### config.mk
export PLATFORM = sky130hd
export DESIGN_NAME = can_tx_framer
export DESIGN_NICKNAME = d
export VERILOG_FILES = /design/src/rtl/can_pkg.sv /design/src/rtl/can_crc15.sv /design/src/rtl/can_tx_framer.sv
export SDC_FILE = /design/constraint.sdc
export NUM_CORES = 1
export LEC_CHECK = 0
export CORE_AREA = 2 2 114 116
export CTS_CLUSTER_DIAMETER = 60
export DETAILED_ROUTE_END_ITERATION = 7
export DIE_AREA = 0 0 116 118
export GPL_TIMING_DRIVEN = 0
export HOLD_SLACK_MARGIN = 0.08
export PLACE_DENSITY = 0.74
export SETUP_SLACK_MARGIN = 0.15
export SLEW_MARGIN = 25
export SYNTH_ARGS = -nofsm -noshare
export SYNTH_HDL_FRONTEND = slang
export SYNTH_SLANG_ARGS = --single-unit
### constraint.sdc
create_clock -name clock -period 3.75 [get_ports clock]
set_input_delay 0.5625 -clock clock [delete_from_list [all_inputs] [get_ports clock]]
set_output_delay 0.5625 -clock clock [all_outputs]
set_load 0.02 [all_outputs]
### src/rtl/can_pkg.sv
// Shared CAN 2.0A definitions: transmit state encoding, field lengths, CRC-15 polynomial
// and a helper that turns a DLC into the number of data bits actually sent.
package can_pkg;

    typedef enum logic [3:0] {
        ST_IDLE,
        ST_HDR,
        ST_DATA,
        ST_CRC,
        ST_CRC_DEL,
        ST_ACK_SLOT,
        ST_ACK_DEL,
        ST_EOF,
        ST_IFS
    } tx_state_t;

    localparam int HDR_BITS    = 19;
    localparam int CRC_BITS    = 15;
    localparam int EOF_BITS    = 7;
    localparam int IFS_BITS    = 3;
    localparam int STUFF_LIMIT = 5;

    localparam logic [14:0] CRC15_POLY = 15'h4599;
    localparam logic        RECESSIVE  = 1'b1;

    // DLC values above the byte cap are sent as coded but only carry cap_bytes of data.
    function automatic logic [6:0] data_bits(input logic [3:0] dlc, input int cap_bytes);
        int bytes;
        bytes = (int'(dlc) > cap_bytes) ? cap_bytes : int'(dlc);
        return 7'(bytes * 8);
    endfunction

endpackage

### src/rtl/can_crc15.sv
// Serial CAN CRC-15 register, one bit per enabled clock; shared by the transmit and receive paths.
module can_crc15
    import can_pkg::*;
(
    input  logic        clock,
    input  logic        reset,
    input  logic        clear,
    input  logic        enable,
    input  logic        din,
    output logic [14:0] crc
);

    logic feedback;

    assign feedback = crc[14] ^ din;

    always_ff @(posedge clock) begin
        if (reset || clear) begin
            crc <= '0;
        end else if (enable) begin
            crc <= {crc[13:0], 1'b0} ^ (feedback ? CRC15_POLY : 15'h0000);
        end
    end

endmodule

### src/rtl/can_tx_framer.sv
// CAN 2.0A data-frame transmitter: one bus bit per clock, bit stuffing, CRC-15, ACK sampling.
// Build option CAN_TX_RETRY_EN: retransmit an unacknowledged frame up to MAX_RETRY times.
module can_tx_framer
    import can_pkg::*;
#(
    parameter int MAX_DLC_BYTES = 8,
    parameter int MAX_RETRY     = 3
) (
    input  logic        clock,
    input  logic        reset,
    input  logic        frame_valid,
    output logic        frame_ready,
    input  logic [10:0] frame_id,
    input  logic [3:0]  frame_dlc,
    input  logic [63:0] frame_data,
    output logic        tx_bit,
    input  logic        bus_rx,
    output logic        bit_chk,
    output logic        ack,
    output logic        busy,
    output logic        tx_done,
    output logic        ack_err
);

`ifdef CAN_TX_RETRY_EN
    localparam logic RETRY_EN = 1'b1;
`else
    localparam logic RETRY_EN = 1'b0;
`endif

    tx_state_t   state;
    logic [6:0]  cnt;
    logic [2:0]  run_len;
    logic [10:0] id_q;
    logic [3:0]  dlc_q;
    logic [63:0] data_q;
    logic [6:0]  nbits_q;
    logic        nack_q;
    logic [1:0]  retry_cnt;

    logic [17:0] hdr_vec;
    logic        in_stuff;
    logic        do_stuff;
    tx_state_t   adv_state;
    logic [6:0]  adv_cnt;
    logic        adv_bit;
    logic        accept;
    logic        frame_end;
    logic        retry_now;
    logic        crc_en;
    logic        crc_clear;
    logic [14:0] crc_val;

    // state/cnt describe the bit currently on tx_bit; adv_* is the next unstuffed bit.
    always_comb begin
        hdr_vec   = {id_q, 3'b000, dlc_q};
        in_stuff  = (state == ST_HDR) || (state == ST_DATA) || (state == ST_CRC);
        do_stuff  = in_stuff && (run_len == 3'(STUFF_LIMIT));
        adv_state = state;
        adv_cnt   = cnt + 7'd1;
        adv_bit   = RECESSIVE;
        case (state)
            ST_HDR: begin
                if (cnt == 7'(HDR_BITS - 1)) begin
                    adv_cnt = '0;
                    if (nbits_q == '0) begin
                        adv_state = ST_CRC;
                        adv_bit   = crc_val[14];
                    end else begin
                        adv_state = ST_DATA;
                        adv_bit   = data_q[63];
                    end
                end else begin
                    adv_bit = hdr_vec[5'd17 - cnt[4:0]];
                end
            end
            ST_DATA: begin
                if (cnt == nbits_q - 7'd1) begin
                    adv_state = ST_CRC;
                    adv_cnt   = '0;
                    adv_bit   = crc_val[14];
                end else begin
                    adv_bit = data_q[6'd62 - cnt[5:0]];
                end
            end
            ST_CRC: begin
                if (cnt == 7'(CRC_BITS - 1)) begin
                    adv_state = ST_CRC_DEL;
                    adv_cnt   = '0;
                end else begin
                    adv_bit = crc_val[4'd13 - cnt[3:0]];
                end
            end
            ST_CRC_DEL: begin
                adv_state = ST_ACK_SLOT;
                adv_cnt   = '0;
            end
            ST_ACK_SLOT: begin
                adv_state = ST_ACK_DEL;
                adv_cnt   = '0;
            end
            ST_ACK_DEL: begin
                adv_state = ST_EOF;
                adv_cnt   = '0;
            end
            ST_EOF: begin
                if (cnt == 7'(EOF_BITS - 1)) begin
                    adv_state = ST_IFS;
                    adv_cnt   = '0;
                end
            end
            ST_IFS: begin
                if (cnt == 7'(IFS_BITS - 1)) begin
                    adv_state = ST_IDLE;
                    adv_cnt   = '0;
                end
            end
            default: begin
                adv_state = ST_IDLE;
                adv_cnt   = '0;
            end
        endcase
        accept    = (state == ST_IDLE) && frame_valid && frame_ready;
        frame_end = (state == ST_IFS) && (cnt == 7'(IFS_BITS - 1));
        retry_now = RETRY_EN && frame_end && nack_q && (int'(retry_cnt) < MAX_RETRY);
        // SOF is a zero shifted into a zero register, so clearing at frame start covers it.
        crc_clear = accept || retry_now;
        crc_en    = !do_stuff && ((adv_state == ST_HDR) || (adv_state == ST_DATA));
    end

    can_crc15 u_crc (
        .clock  (clock),
        .reset  (reset),
        .clear  (crc_clear),
        .enable (crc_en),
        .din    (adv_bit),
        .crc    (crc_val)
    );

    always_ff @(posedge clock) begin
        if (reset) begin
            state       <= ST_IDLE;
            cnt         <= '0;
            run_len     <= '0;
            id_q        <= '0;
            dlc_q       <= '0;
            data_q      <= '0;
            nbits_q     <= '0;
            nack_q      <= 1'b0;
            retry_cnt   <= '0;
            tx_bit      <= RECESSIVE;
            bit_chk     <= 1'b0;
            ack         <= 1'b0;
            busy        <= 1'b0;
            tx_done     <= 1'b0;
            ack_err     <= 1'b0;
            frame_ready <= 1'b1;
        end else begin
            tx_done <= 1'b0;
            ack_err <= 1'b0;
            if (state == ST_IDLE) begin
                if (accept) begin
                    id_q        <= frame_id;
                    dlc_q       <= frame_dlc;
                    data_q      <= frame_data;
                    nbits_q     <= data_bits(frame_dlc, MAX_DLC_BYTES);
                    retry_cnt   <= '0;
                    nack_q      <= 1'b0;
                    frame_ready <= 1'b0;
                    state       <= ST_HDR;
                    cnt         <= '0;
                    tx_bit      <= 1'b0;
                    run_len     <= 3'd1;
                    bit_chk     <= 1'b1;
                    busy        <= 1'b1;
                end
            end else if (do_stuff) begin
                tx_bit  <= ~tx_bit;
                run_len <= 3'd1;
            end else if (retry_now) begin
                retry_cnt <= retry_cnt + 2'd1;
                nack_q    <= 1'b0;
                state     <= ST_HDR;
                cnt       <= '0;
                tx_bit    <= 1'b0;
                run_len   <= 3'd1;
                bit_chk   <= 1'b1;
            end else begin
                state   <= adv_state;
                cnt     <= adv_cnt;
                tx_bit  <= adv_bit;
                run_len <= (adv_bit == tx_bit) ? run_len + 3'd1 : 3'd1;
                bit_chk <= (adv_state == ST_HDR) || (adv_state == ST_DATA) || (adv_state == ST_CRC);
                ack     <= (adv_state == ST_CRC_DEL);
                busy    <= (adv_state != ST_IDLE);
                if (state == ST_ACK_SLOT) begin
                    nack_q  <= bus_rx;
                    ack_err <= bus_rx;
                end
                if (adv_state == ST_IDLE) begin
                    tx_done     <= 1'b1;
                    frame_ready <= 1'b1;
                end
            end
        end
    end

endmodule

-- After elaboration in Yosys (flattened, before gate mapping)
Index checks and enable logic that the tools add are counted.
- register bits: 119
- output and inout bits: 7
- logic and storage cells: 121
- bits of input ports: 83
- $lt $le $gt $ge: 4
- eq/ne operators: 21
- muxes and demuxes: 48
- bitwise gates (word level): 6
- $add $sub $neg: 6
- reduce and logical (&&, ||, !) cells: 21
- operator list (cell ; number):
    2-to-1 mux 7 bit ; 8
    2-to-1 mux 4 bit ; 9
    case mux 7 bit (5 select lines) ; 1
    case mux 4 bit (8 select lines) ; 1
    == test 4 x 3 -> 1 bit (second input constant) ; 5
    2-to-1 mux 1 bit ; 20
    == test 4 x 2 -> 1 bit (second input constant) ; 4
    2-to-1 mux 15 bit ; 1
    bitwise XOR 15 bit ; 1
    2-to-1 mux 3 bit ; 4
    == test 4 x 1 -> 1 bit (second input constant) ; 2
    logical NOT 4 bit ; 2
    adder 7 x 1 -> 7 bit (second input constant) ; 1
    == test 7 x 2 -> 1 bit (second input constant) ; 1
    == test 7 x 3 -> 1 bit (second input constant) ; 1
    == test 7 x 4 -> 1 bit (second input constant) ; 1
    == test 7 x 5 -> 1 bit (second input constant) ; 1
    == test 7 bit ; 1
    logical NOT 7 bit ; 1
    less-than comparator 6 x 7 -> 1 bit (second input constant) ; 1
    subtractor 7 x 1 -> 7 bit (second input constant) ; 1
    binary-select mux 1 bit (select 6 bit) ; 1
    less-than comparator 5 x 6 -> 1 bit (second input constant) ; 1
    AND reduction 2 bit ; 3
    23 further kinds ; 34

-- Depth between registers and ports, before layout
Gate-level depths: netlist of run 1.
- depth after elaboration: 9
- gate-level depth with buffers: 13
- depth with buffers taken out: 10

-- Modules after synthesis
Synthesis of run 1 repeated with hierarchy kept, for this count alone.
- cell total of the unflattened synthesis: 721
- area, all modules: 5891.9 um2
- by module, submodules not included (module ; seq. area each (um2) ; cells each ; times used ; area each (um2)):
    can_tx_framer ; 2082.0 ; 654 ; 1 ; 5242.5
    can_crc15 ; 300.3 ; 67 ; 1 ; 649.4

-- Worst setup path after synthesis of run 1
OpenSTA, ideal clock, no wires.
- kind: reg-to-reg
- start: register cnt[0]
- end: register u_crc.crc[14]
- cell stages (with the launch flop): 13
- slack: 0.757 ns
- arrival time: 2.857 ns
- library setup time: 0.136 ns
- path buffers: 3
- period minus slack after synthesis: 2.993 ns
- data required time: 3.614 ns
- cell sequence: dfxtp_1 > buf_4 > clkinv_1 > ha_1 > buf_4 > buf_2 > mux4_2 > mux2i_1 > mux2i_1 > o2111a_1 > o31a_1 > o311ai_2 > o41ai_2
- word-level cells in the longest chain between the ends: 8
- elaborated cells between the ends (all ways): 31
- classes of those cells: 3 x add/sub; 7 x eq/ne; 17 x mux; 2 x bitwise; 2 x reduce/logical
- RTL lines (element ; line ; RTL):
    from (decl) ; can_tx_framer.sv:32 ; logic [6:0] cnt;
    from (signal assigned) ; can_tx_framer.sv:190 ; cnt <= adv_cnt;
    subtractor 6 bit (tied with other cells) ; can_tx_framer.sv:83 ; adv_bit = data_q[6'd62 - cnt[5:0]];
    binary-select mux 1 bit (select 6 bit) (tied with other cells) ; can_tx_framer.sv:83 ;
    2-to-1 mux 1 bit, on equally long branches ; can_tx_framer.sv:83, can_tx_framer.sv:74, can_tx_framer.sv:91 ;
    2-to-1 mux 1 bit, on equally long branches ; can_tx_framer.sv:78, can_tx_framer.sv:64, can_tx_framer.sv:87 ;
    case mux 1 bit (3 select lines) ; can_tx_framer.sv:62 ; case (state)
    bitwise XOR 1 bit ; can_crc15.sv:15 ; assign feedback = crc[14] ^ din;
    2-to-1 mux 15 bit ; can_crc15.sv:21 ; crc <= {crc[13:0], 1'b0} ^ (feedback ? CRC15_POLY : 15'h0000);
    bitwise XOR 15 bit ; can_crc15.sv:21 ;
    to (signal assigned) ; can_crc15.sv:21 ;
    to (decl) ; can_crc15.sv:10 ; output logic [14:0] crc
Several ways; a longest one is shown, not always the timed one. The select of a mux whose other input is x is not followed.
A chain may end at the register's enable or synchronous reset.

-- Worst setup path after layout of run 1
- start: register cnt[2]
- end: register u_crc.crc[14]
The elaborated chain is that of the path after synthesis.

==> impl_metrics.tcl, run 1 <==
set metrics [dict create \
    status "complete, no violations" \
    setup_violations 0 \
    r2r_start "cnt[2]" \
    worstSetupEndpointType "flip-flop" \
    crit_family "compound AO/OA/AOI/OAI gates" \
    antenna_cells 0 \
    syn_area_um2 6160 \
    num_vias 5774 \
    syn_to_final_growth_pct 27.8 \
    synth_largest_area_cell "dfxtp_1" \
    grt_max_degree 17 \
    finalCritPeriodShare_pct 92.4 \
    worstSetupStartpointType "flip-flop" \
    crit_required_ps 4040 \
    syn_area_per_cell_um2 8.41 \
    rsz0062_at_grt "false" \
    dp_hpwl_um 12400 \
    grt-ovfl-total 0 \
    ys_ff_latch 119 \
    io_pins 90 \
    holdBufCountCts 0 \
    hold_start "data_q[29]" \
    ys_top_cells_by_count "192 x nand2_1, 119 x dfxtp_1, 108 x a21oi_1" \
    ys_seq_area_share_pct 38.7 \
    die_w_um 116 \
    fin_worst_skew_ps 6.34 \
    drc 0 \
    clock_latency_ps 420 \
    drt-initial-drc-count 357 \
    async_flop_share_pct 0 \
    first_global_vias 5774 \
    hp-class "reg -> reg" \
    coreArea_um2 12400 \
    drt-wirelength-per-cell_um 16.7 \
    cts_root_buf "clkbuf_16" \
    synth_edf_count 0 \
    clk_pin_slew_ps 60 \
    syn_nets 824 \
    place_ws_ps -35.2 \
    period_minus_slack_ps 3470 \
    postLayoutSetupSlackWorst_ps 284 \
    dieHeight_um 118 \
    drtPass1Iterations 5 \
    ir_drop_mv 0.292 \
    nNetsFinal 933 \
    crit_arrival_ps 3760 \
    grt_usage_pct 26.2 \
    fin_util_pct 63.4 \
    clock_path_buffers 2 \
    via_per_inst 5.63 \
    finalSetupTns_ps 0 \
    portBuffers 88 \
    antenna_found_initial 0 \
    path_cells "buf_6, clkbuf_1, inv_1, ha_1, buf_2, mux4_2, mux2i_1, o21ai_1, and3_1, a31o_4, o31a_1, o311ai_2, o41ai_2" \
    relSlewSlack_pct 30.4 \
    synth_flop_cell "dfxtp_1" \
    synth_cells 732 \
    post_synth_num_cell_types 70 \
    cts_sinks 119 \
    yosysWarnings 0 \
    yosysTopAreaCellShare_pct 38.7 \
    gp_congestion 0.902 \
    r2r_slack_ps 280 \
    start_util_pct 49.6 \
    ant_nets 0 \
    crit_type "reg -> reg" \
    min_path_cells 2 \
    worstMarginPinSlew_ps 1040 \
    path_buf_inv 4 \
    rows 41 \
    htreeDepth 4 \
    cts_tree "done" \
    reg2reg_to "u_crc.crc[14]" \
    reg2reg_depth 13 \
    slew_viol_final 0 \
    finalHoldViolCount 0 \
    cap_violations 0 \
    fmax_mhz 289 \
    cpMaxStageDelayCell "dfxtp_1" \
    grt_pass1_wl_um 27900 \
    fp.dieArea_um2 13700 \
    critPathMaxStageDelay_ps 380 \
    wl_um 17200 \
    numCtsBuffers 17 \
    p_leak_nw 2.89 \
    crit_fanout 10 \
    yosysMostFrequentCell "nand2_1" \
    hold_path_end "data_q[29]" \
    synth_area_leaders "dfxtp_1 39%, nand2_1 12%, a21oi_1 8.8%" \
    drive_above_1_share_pct 11.4 \
    powerDensity_nw_per_um2 470 \
]
## layout make-up
class	instances	area [µm²]
Timing Repair Buffer	90	896
Buffer	54	267
Clock inverter	11	124
Fill cell	1065	4540
Sequential cell	119	2380
Tap cell	172	215
Inverter	16	62.6
Multi-Input combinational cell	543	3460
Clock buffer	21	460
## routing by layer
metal  GRT usage, %  vias to the layer above  part of all wire, %
met1           31.1                     2764                   42
met3           6.54                       43                  5.5
li1               -                     2772                    -
met5              0                        -                    0
met2           43.9                      195                   49
met4           12.6                        0                  3.6
## how the worst max path moves through the flow
stage	startpoint	end	slack, ps	cells after the start
after CTS	cnt[0]	u_crc.crc[3]	160	13
after floorplan	cnt[0]	u_crc.crc[14]	760	12
after global placement	cnt[0]	u_crc.crc[8]	80	12
after global routing	cnt[2]	u_crc.crc[14]	180	13
final	cnt[2]	u_crc.crc[14]	280	13
after detailed placement	cnt[0]	u_crc.crc[3]	-40	12
## cell families after synthesis
kind of cell	share of synthesized area (%)
XOR/XNOR	4.02
buffers and inverters	5.26
multiplexers	9.96
AO/OA/AOI/OAI	17.3
AND/OR/NAND/NOR	23.0
adder cells (fa/ha/maj)	1.83
flip-flops	38.7
## power by group
group	internal [mW]	leakage [nW]	switching, mW
sequential	1.36	0.972	0.0586
clock	1.01	0.279	0.597
combinational	0.307	1.64	0.365
## state kept, by name, indices dropped and copies added, names as in the netlist, 3 cells and up
| name | count |
|---|---|
| u_crc.crc | 15 |
| data_q | 64 |
| id_q | 11 |
| run_len | 3 |
| state | 4 |
| cnt | 7 |
| dlc_q | 4 |
| nbits_q | 4 |
## cell usage in the layout, fill, tap and decap left out, types with 11 or more instances in the layout
cell type	netlist	layout
mux2i_1	17	17
clkbuf_16	0	17
nor3b_1	14	13
a21oi_1	108	108
inv_1	15	15
nand2_1	192	192
o21ai_0	14	14
nor3_1	11	11
mux4_2	17	17
dfxtp_1	119	119
clkdlybuf4s50_1	0	88
nor2_1	38	38
clkbuf_1	32	34
## repair_timing
| action | in CTS | in global routing |
|---|---|---|
| endpoints found under the hold margin | 0 | 0 |
| resized for setup | 3 | 3 |
| setup buffers | 0 | 2 |
| setup endpoints to repair | 9 | 9 |
| pin swaps | 1 | 1 |
## worst min-delay path, delay by kind of cell, from the launching register on
family | cells | cell delay, ps
simple gates | 1 | 50
compound gates | 1 | 50
flops | 1 | 300
## metrics by stage
step           total power [mW]  cell area, µm²  std cells  hold WS, ps
6_report                   3.70            7870       1026          450
5_1_grt                    3.85            7870       1026          476
4_1_cts                    3.71            7850       1024          453
3_5_place_dp               2.10            7250        992          444
3_3_place_gp               2.08            7250        992          440
2_1_floorplan              1.86            6160        732          431
No activity file was read; power rests on OpenSTA's default activity.
==> run 2: changes to the inputs <==
- ABC_AREA: unset -> 1
- CORE_AREA: 2 2 114 116 -> 2 2 126 128
- DIE_AREA: 0 0 116 118 -> 0 0 128 130
- PLACE_DENSITY: 0.74 -> 0.61
- TNS_END_PERCENT: unset -> 30
==> impl_metrics.tcl, run 2 <==
set metrics [dict create \
    p_leak_nw 3.17 \
    clock_path_buffers 2 \
    portBuffers 89 \
    worstSetupEndpointType "flip-flop" \
    antenna_found_initial 0 \
    power.total_mw 4.43 \
    finalCritPeriodShare_pct 89.0 \
    top_regs "data_q (64), u_crc.crc (15), id_q (11)" \
    ys_top_cells_by_count "301 x nand2_1, 120 x nand3_1, 119 x dfxtp_1" \
    synth_flop_cell "dfxtp_1" \
    fillers 1611 \
    clk_pin_slew_ps 60 \
    syn_to_final_growth_pct 28.9 \
    yosysWarnings 0 \
    drt-initial-drc-count 432 \
    status "complete, no violations" \
    cts_tree "done" \
    yosysMostFrequentCell "nand2_1" \
    holdBufCountCts 0 \
    drc 0 \
    antenna_cells 0 \
    final_common_cell "nand2_1" \
    io_pins 90 \
    synth_largest_area_cell "dfxtp_1" \
    holdWs_ps 456 \
    num_vias 6109 \
    grt-ovfl-total 0 \
    grt_usage_pct 22.4 \
    largest-register "data_q" \
    ys_seq_area_share_pct 39.7 \
    rsz0062_at_grt "false" \
    cts_resized 0 \
    syn_area_um2 6000 \
    syn_area_per_cell_um2 6.59 \
    final_cell_mix "301 x nand2_1, 120 x nand3_1, 119 x dfxtp_1, 105 x a21oi_1, 89 x clkdlybuf4s50_1" \
    first_global_vias 5718 \
    period_minus_slack_ps 3340 \
    yosysTopAreaCellShare_pct 39.7 \
    dp_hpwl_um 13000 \
    finalHoldViolCount 0 \
    coreArea_um2 15400 \
    fin_worst_skew_ps 8.73 \
    synth_edf_count 0 \
    numCtsBuffers 17 \
    finalSetupTns_ps 0 \
    grt_max_degree 17 \
    ant_nets 0 \
    setup_violations 0 \
    place_inst 1191 \
    largest_reg_flops 64 \
    post_synth_num_cell_types 37 \
    crit_required_ps 4070 \
    nNetsFinal 1110 \
    crit_fanout 10 \
    rows 46 \
    drtPass1Iterations 5 \
    cts_root_buf "clkbuf_16" \
    worstSetupStartpointType "flip-flop" \
    ys_ff_latch 119 \
    die_w_um 128 \
    drt-wirelength-per-cell_um 14.6 \
    hp-class "reg -> reg" \
    drive_above_1_share_pct 7.37 \
    grt_pass1_wl_um 28800 \
    crit_type "reg -> reg" \
    final_cells 1223 \
    cts_sinks 119 \
    cap_violations 0 \
    synth_cells 910 \
    slew_viol_final 0 \
    dieHeight_um 130 \
    relSlewSlack_pct 54.5 \
    crit_arrival_ps 3660 \
    ir_drop_mv 0.310 \
    gp_congestion 0.868 \
    htreeDepth 4 \
    via_per_inst 5.00 \
    synth_area_leaders "dfxtp_1 40%, nand2_1 19%, nand3_1 10%" \
    wl_um 17800 \
    fp.dieArea_um2 16600 \
    powerDensity_nw_per_um2 573 \
    worstMarginPinSlew_ps 682 \
    syn_nets 1002 \
    post_cts_buffers 0 \
    start_util_pct 38.9 \
    fmax_mhz 300 \
    clock_latency_ps 420 \
    async_flop_share_pct 0 \
]
run 2: cell count changes after synthesis, sizes merged, moves of 14 or more:
| cell | delta |
|---|---|
| nor3b | -14 |
| mux2i | -17 |
| inv | +79 |
| nand2 | +114 |
| o21ai | +17 |
| nand3 | +112 |
| mux4 | -18 |
run 2: power breakdown:
part           internal (mW)  switching [mW]  total, mW
clock network           1.01           0.655       1.67
registers               1.47           0.109       1.58
logic                  0.428           0.755       1.18
run 2: metrics by stage:
| step | area (µm²) | worst slack [ps] | util [%] |
|---|---|---|---|
| final | 7730 | 412 | 50.1 |
| after global routing | 7730 | 211 | 50.1 |
| after CTS | 7730 | 449 | 50.1 |
| after floorplan | 6000 | 1300 | - |
| after global placement | 7130 | 473 | 46.2 |
| after detailed placement | 7130 | 464 | 46.2 |
run 2: path summary, 6_finish.rpt:
| path | from | endpoint | slack [ps] | depth (start not counted) |
|---|---|---|---|---|
| min | id_q[1] | id_q[1] | 460 | 2 |
| max reg2reg | cnt[0] | u_crc.crc[4] | 410 | 17 |
| min reg2reg | id_q[1] | id_q[1] | 460 | 2 |
| max | cnt[0] | u_crc.crc[4] | 410 | 17 |
run 2: kinds of logic (layout without fill, tap and decap cells):
kind of cell / after synthesis / after routing / synth area share, %
XOR/XNOR: 7 / 7 / 1.02
buffers and inverters: 139 / 260 / 9.33
flip-flops: 119 / 119 / 39.7
AO/OA/AOI/OAI: 153 / 153 / 13.5
AND/OR/NAND/NOR: 483 / 483 / 34.5
adder cells (fa/ha/maj): 9 / 9 / 1.88
run 2: final cells by class:
cell class | count | area (µm²) | area share (%)
tap | 192 | 240 | 3.11
multi-input combinational | 652 | 3050 | 39.5
clock inverter | 14 | 160 | 2.07
clock buffer | 18 | 439 | 5.68
timing repair buffer | 89 | 891 | 11.5
buffer | 45 | 206 | 2.67
sequential | 119 | 2380 | 30.8
inverter | 94 | 353 | 4.57
run 2: metal layers:
metal | track usage [%] | share of wire, %
met1 | 28.3 | 46
met2 | 37.9 | 47
met5 | 0 | 0
met3 | 5.33 | 5.2
met4 | 6.92 | 1.6
run 2: critical path, stage by stage (launching register included):
cell,delay (ps)
dfxtp_1,320
buf_2,190
inv_2,110
buf_2,210
ha_1,290
buf_2,220
buf_1,500
nand3_1,130
nand3_1,120
nand3_1,110
nand3_1,120
nand3_1,100
nand3_2,130
nand3_1,270
nand3_1,180
nand3_1,110
nand2_1,70
inv_1,30
==> run 3: changes to the inputs <==
- ABC_CLOCK_PERIOD_IN_PS: unset -> 3750
==> results of run 3 <==
No change in the layout: final DEF, timing and power equal those of run 2.
